### config.mk
export PLATFORM = sky130hd
export DESIGN_NAME = deserializer
export DESIGN_NICKNAME = d
export VERILOG_FILES = /design/src/rtl/deser_pkg.sv /design/src/rtl/deser_lock_timer.sv /design/src/rtl/deserializer.sv
export SDC_FILE = /design/constraint.sdc
export NUM_CORES = 1
export LEC_CHECK = 0
export CORE_MARGIN = 2
export CORE_UTILIZATION = 50
export DETAILED_ROUTE_END_ITERATION = 10
export PLACE_DENSITY = 0.79
export SLEW_MARGIN = 20
export SYNTH_ARGS = -nofsm -noshare
export SYNTH_HDL_FRONTEND = slang
export SYNTH_SLANG_ARGS = --single-unit
### constraint.sdc
create_clock -name clk -period 2.5 [get_ports clk]
set_input_delay 0.375 -clock clk [delete_from_list [all_inputs] [get_ports clk]]
set_output_delay 0.375 -clock clk [all_outputs]
set_load 0.02 [all_outputs]
### src/rtl/deser_pkg.sv
// deser_pkg: shared types and defaults for the serial-link deserializer
//   state_t        HUNT / LOCKED alignment state
//   DATA_W_DEF     default word width (also the sync word length)
//   SYNC_WORD_DEF  default alignment marker, sent MSB first
//   MISS_W         width of the lock-timeout miss counter
package deser_pkg;
    typedef enum logic {HUNT, LOCKED} state_t;
    localparam int          DATA_W_DEF    = 32;
    localparam logic [31:0] SYNC_WORD_DEF = 32'hA5C3_3C5A;
    localparam int          MISS_W        = 8;
endpackage

### src/rtl/deser_lock_timer.sv
// deser_lock_timer: counts consecutive non-sync words and flags lock expiry
//   clk, rst_n  clock, asynchronous active-low reset
//   clr         a sync word was seen; restart the count
//   inc         a non-sync word completed
//   expire      combinational: this inc reaches TIMEOUT (count restarts)
module deser_lock_timer
    import deser_pkg::*;
#(
    parameter logic [MISS_W-1:0] TIMEOUT = 8'd8
) (
    input  logic clk,
    input  logic rst_n,
    input  logic clr,
    input  logic inc,
    output logic expire
);
    logic [MISS_W-1:0] cnt_q, cnt_d;

    // The count never rests at TIMEOUT: the word that reaches it drops lock
    // and restarts the count in the same edge.
    always_comb begin
        expire = inc && (cnt_q >= TIMEOUT - MISS_W'(1));
        cnt_d  = (clr || expire) ? '0 : inc ? cnt_q + MISS_W'(1) : cnt_q;
    end

    always_ff @(posedge clk or negedge rst_n) begin
        if (!rst_n) cnt_q <= '0;
        else        cnt_q <= cnt_d;
    end
endmodule

### src/rtl/deserializer.sv
// deserializer: MSB-first serial-to-parallel receiver with sync-word alignment
//   clk, rst_n  clock, asynchronous active-low reset
//   bit_en      sample qualifier for serial_in
//   serial_in   serial data, MSB of each word first
//   data_out    last completed data word
//   data_valid  one-cycle strobe, data_out updated
//   locked      word alignment held
//   sync_pulse  one-cycle strobe, sync word recognised
//   lock_lost   one-cycle strobe, lock dropped by timeout
// Optional: define DESER_LOCK_TIMEOUT_EN to drop lock after SYNC_TIMEOUT
// consecutive non-sync words; otherwise lock is held until reset.
module deserializer
    import deser_pkg::*;
#(
    parameter int                DATA_W       = DATA_W_DEF,
    parameter logic [DATA_W-1:0] SYNC_WORD    = SYNC_WORD_DEF,
    parameter logic [MISS_W-1:0] SYNC_TIMEOUT = 8'd8
) (
    input  logic              clk,
    input  logic              rst_n,
    input  logic              bit_en,
    input  logic              serial_in,
    output logic [DATA_W-1:0] data_out,
    output logic              data_valid,
    output logic              locked,
    output logic              sync_pulse,
    output logic              lock_lost
);
    localparam int                CNT_W   = $clog2(DATA_W);
    localparam logic [CNT_W-1:0]  CNT_MAX = CNT_W'(DATA_W - 1);

    state_t            state_q, state_d;
    logic [DATA_W-1:0] shift_q, shift_d, shift_next;
    logic [DATA_W-1:0] data_out_q, data_out_d;
    logic [CNT_W-1:0]  bit_cnt_q, bit_cnt_d;
    logic              data_valid_q, data_valid_d;
    logic              locked_q, locked_d;
    logic              sync_pulse_q, sync_pulse_d;
    logic              lock_lost_q, lock_lost_d;
    logic              is_sync, hunt_match, word_done, miss_inc, miss_clr, expire;

`ifdef DESER_LOCK_TIMEOUT_EN
    deser_lock_timer #(.TIMEOUT(SYNC_TIMEOUT)) u_lock_timer (
        .clk    (clk),
        .rst_n  (rst_n),
        .clr    (miss_clr),
        .inc    (miss_inc),
        .expire (expire)
    );
`else
    logic unused_timeout;
    assign unused_timeout = |SYNC_TIMEOUT;
    assign expire         = 1'b0;
`endif

    // Every strobe is qualified by bit_en, so idle edges deassert them.
    // Once locked only word boundaries are compared, so a sync pattern
    // straddling two words is treated as data.
    always_comb begin
        shift_next   = {shift_q[DATA_W-2:0], serial_in};
        is_sync      = shift_next == SYNC_WORD;
        hunt_match   = bit_en && state_q == HUNT && is_sync;
        word_done    = bit_en && state_q == LOCKED && bit_cnt_q == CNT_MAX;
        miss_inc     = word_done && !is_sync;
        miss_clr     = word_done && is_sync;
        shift_d      = bit_en ? shift_next : shift_q;
        state_d      = hunt_match ? LOCKED : expire ? HUNT : state_q;
        bit_cnt_d    = (bit_en && state_q == LOCKED) ? (word_done ? '0 : bit_cnt_q + CNT_W'(1)) : bit_cnt_q;
        data_out_d   = miss_inc ? shift_next : data_out_q;
        data_valid_d = miss_inc;
        sync_pulse_d = hunt_match || miss_clr;
        locked_d     = state_d == LOCKED;
        lock_lost_d  = expire;
    end

    always_ff @(posedge clk or negedge rst_n) begin
        if (!rst_n) begin
            state_q      <= HUNT;
            shift_q      <= '0;
            bit_cnt_q    <= '0;
            data_out_q   <= '0;
            data_valid_q <= 1'b0;
            locked_q     <= 1'b0;
            sync_pulse_q <= 1'b0;
            lock_lost_q  <= 1'b0;
        end else begin
            state_q      <= state_d;
            shift_q      <= shift_d;
            bit_cnt_q    <= bit_cnt_d;
            data_out_q   <= data_out_d;
            data_valid_q <= data_valid_d;
            locked_q     <= locked_d;
            sync_pulse_q <= sync_pulse_d;
            lock_lost_q  <= lock_lost_d;
        end
    end

    assign data_out   = data_out_q;
    assign data_valid = data_valid_q;
    assign locked     = locked_q;
    assign sync_pulse = sync_pulse_q;
    assign lock_lost  = lock_lost_q;
endmodule

==> summary.txt <==
Global route
  • First-pass GRT wire length: approximately 7500 um
  • GR Overflow Total: 0
  • Initial antenna violation count: 0
  • All-layer global routing usage: 15.85%
  • Vias in the first global route: 1559
  • Largest net degree at the start of global routing: between 70 and 80

Floorplan
  • Die width: 78.95 um
  • Die area: between 6000 and 7000 um^2
  • Rows: 27
  • Core ar.: 5473 um^2
  • Initial core utilization: 51.33%
  • Die height: 78.95 um
  • I/O pin count: 40

Worst setup path
  • FF-to-FF End: data_out[17]
  • WS Path Type: register to register
  • CP Launch Type: register
  • R2R cell count: 5
  • CP arrival: around 2.3 ns
  • R2R Setup Slk: approximately 0.43 ns
  • Critical Path Start: shift_q[8]
  • CP top delay family: simple AND/OR/NAND/NOR gates
  • Worst path slowest cell: nor4b_1
  • Reg2Reg Launch Point: shift_q[8]
  • Buf/Inv on CP: 1
  • Crit end category: register
  • Crit Path Max Fanout: 19
  • CP Cell Sequence: nor4b_1 > nand4_1 > o2111ai_4 > buf_12 > mux2_2
  • CP max stage delay: 0.44 ns
  • WP data required: 2.72 ns

Synthesis
  • Mapped cell area: between 2000 and 3000 um^2
  • Post-synthesis cell count: 177
  • Synth unique cells: 23
  • Sequential fraction of the synthesis area: 63.25%
  • Yosys reg bits: just over 70
  • Syn nets: 183
  • Ys Warns: 0
  • Post-synthesis average cell area: 15.87 um^2

Timing
  • Final Max Slew Viols: 0
  • Clk_skew: 0.008291 ns
  • Min Tclk post-route: 2.065 ns
  • RSZ-0062 raised after global routing: no
  • Final-report hold violation count: 0
  • Final setup fails: 0
  • Final setup TNS: 0 ns
  • Final worst-path cycle share: between 80 and 90%
  • Min Hold Slack: 0.04819 ns
  • Fmax: 484.2 MHz

Clocking
  • CTS Buf Count: 9
  • TritonCTS clock tree: built
  • Worst-skew pair later-pin latency: 0.33 ns
  • CTS Hold Bufs: 0
  • Post-CTS Resized: 0
  • CTS Buffer Depth: 2
  • CTS clk-pin slew, worst paths: 0.07 ns
  • H-tree levels: 3
  • Root buffer cell: clkbuf_8
  • Post CTS Setup Buffer Count: 0
  • Clock Sinks: 71

Finish
  • Most common cell after layout, fill and taps aside: dfrtp_1
  • Final Net Count: 229
  • Finished Layout Cells: 300
  • Share of layout cells above drive strength 1: between 30% and 40%
  • Syn-to-layout area delta: 24.01%
  • Ant. Diodes: 0
  • # fillers: 418
  • Final instance area: 3483 um^2
  • Most frequent cells in the layout: 71 x dfrtp_1, 63 x mux2_2, 37 x clkdlybuf4s50_1

Route
  • WL per Instance: 14.78 um
  • TritonRoute pass-1 iters: 4
  • DRT iter0 DRCs: 69
  • Final wirelength: 4435 um
  • Residual DRC: 0
  • Routed Antenna Nets: 0
  • Avg Vias per Cell: 5.240
  • Via count: 1572

Pwr
  • Leakage power: between 1.5 and 2 nW
  • Maximum VDD drop: 0.0004092 V
  • Total power: 2.702 mW
  • Pwr Density: between 700 and 800 nW/um^2

Place
  • Detailed Place HPWL: 2944 um
  • PortBufs: 38
  • Cells after DPL: 284
  • GPL Wtd Cong: around 0.71
  • Area post-placement: 3293 um^2

Worst hold path
  • HP Class: input pin to asynchronous set/reset pin

Outcome
  • Status: complete, no violations

Flow run
  • Max Cap Violations: 0
[worst max path at each step]
stage / endpoint / cells after the start / slack, ns
final: data_out[17] / 5 / 0.43
after global routing: data_out[21] / 5 / 0.31
after CTS: data_out[0] / 5 / 0.39
after detailed placement: data_out[2] / 6 / 0.15
after global placement: data_out[2] / 6 / 0.21
after floorplan: data_out[0] / 5 / 0.71
[report_power, final]
group	internal, mW	total, mW	switching (mW)
registers	1.35	1.55	0.197
logic	0.194	0.286	0.0920
clock network	0.484	0.869	0.385
total	2.03	2.70	0.674
[synth_stat cells]
library cell | n | area, um^2
and4b_1 | 2 | 20.02
conb_1 | 1 | 3.750
buf_6 | 3 | 33.78
clkbuf_1 | 1 | 3.750
and4bb_2 | 1 | 12.51
ha_1 | 2 | 25.02
nor2_1 | 3 | 11.26
buf_4 | 1 | 7.510
o2111ai_4 | 1 | 26.28
dfrtp_1 | 71 | 1777
nor4b_1 | 2 | 17.52
inv_1 | 1 | 3.750
nand4_1 | 3 | 18.77
nand2b_1 | 2 | 12.51
nand2_1 | 3 | 11.26
o21ai_0 | 5 | 25.02
a21o_1 | 1 | 7.510
and3_1 | 2 | 12.51
buf_1 | 3 | 11.26
mux2_1 | 2 | 22.52
mux2_2 | 63 | 709.4
a31oi_1 | 1 | 6.260
nor4bb_1 | 3 | 30.03
[layout make-up]
type,instances,area (um^2),area share (%)
Inverter,1,3.754,0.1078
Clock buffer,12,145.1,4.167
Multi-Input combinational cell,97,972.2,27.91
Clock inverter,4,45.04,1.293
Tap cell,72,90.09,2.586
Sequential cell,71,1777,51.01
Timing Repair Buffer,43,450.4,12.93
[routing by layer]
layer	part of all wire [%]	track usage, %
met4	1.5	6.207
met3	4.3	5.795
met5	0	0
met2	47	22.91
met1	47	22.00
[state kept, by name, summed over array words and instances (netlist names)]
name        flops
sync_pulse      1
bit_cnt_q       5
shift_q        31
state_q         1
data_valid      1
data_out       32
[cell families after synthesis]
kind of cell | count (synthesis) | share of synthesized area, %
flops | 71 | 63.25
other cells | 1 | 0.1335
compound gates | 8 | 2.317
simple gates | 21 | 5.212
buf+inv | 9 | 2.138
fa+ha+maj | 2 | 0.8907
mux | 65 | 26.06
[per-stage QoR]
step | util, % | setup slack, ns
global placement | 60.17 | 0.2149
floorplan | - | 0.7081
finish | 63.65 | 0.4349
global route | 63.65 | 0.3098
CTS | 63.65 | 0.3875
detailed placement | 60.17 | 0.1459
No activity file was read; power rests on OpenSTA's default activity.
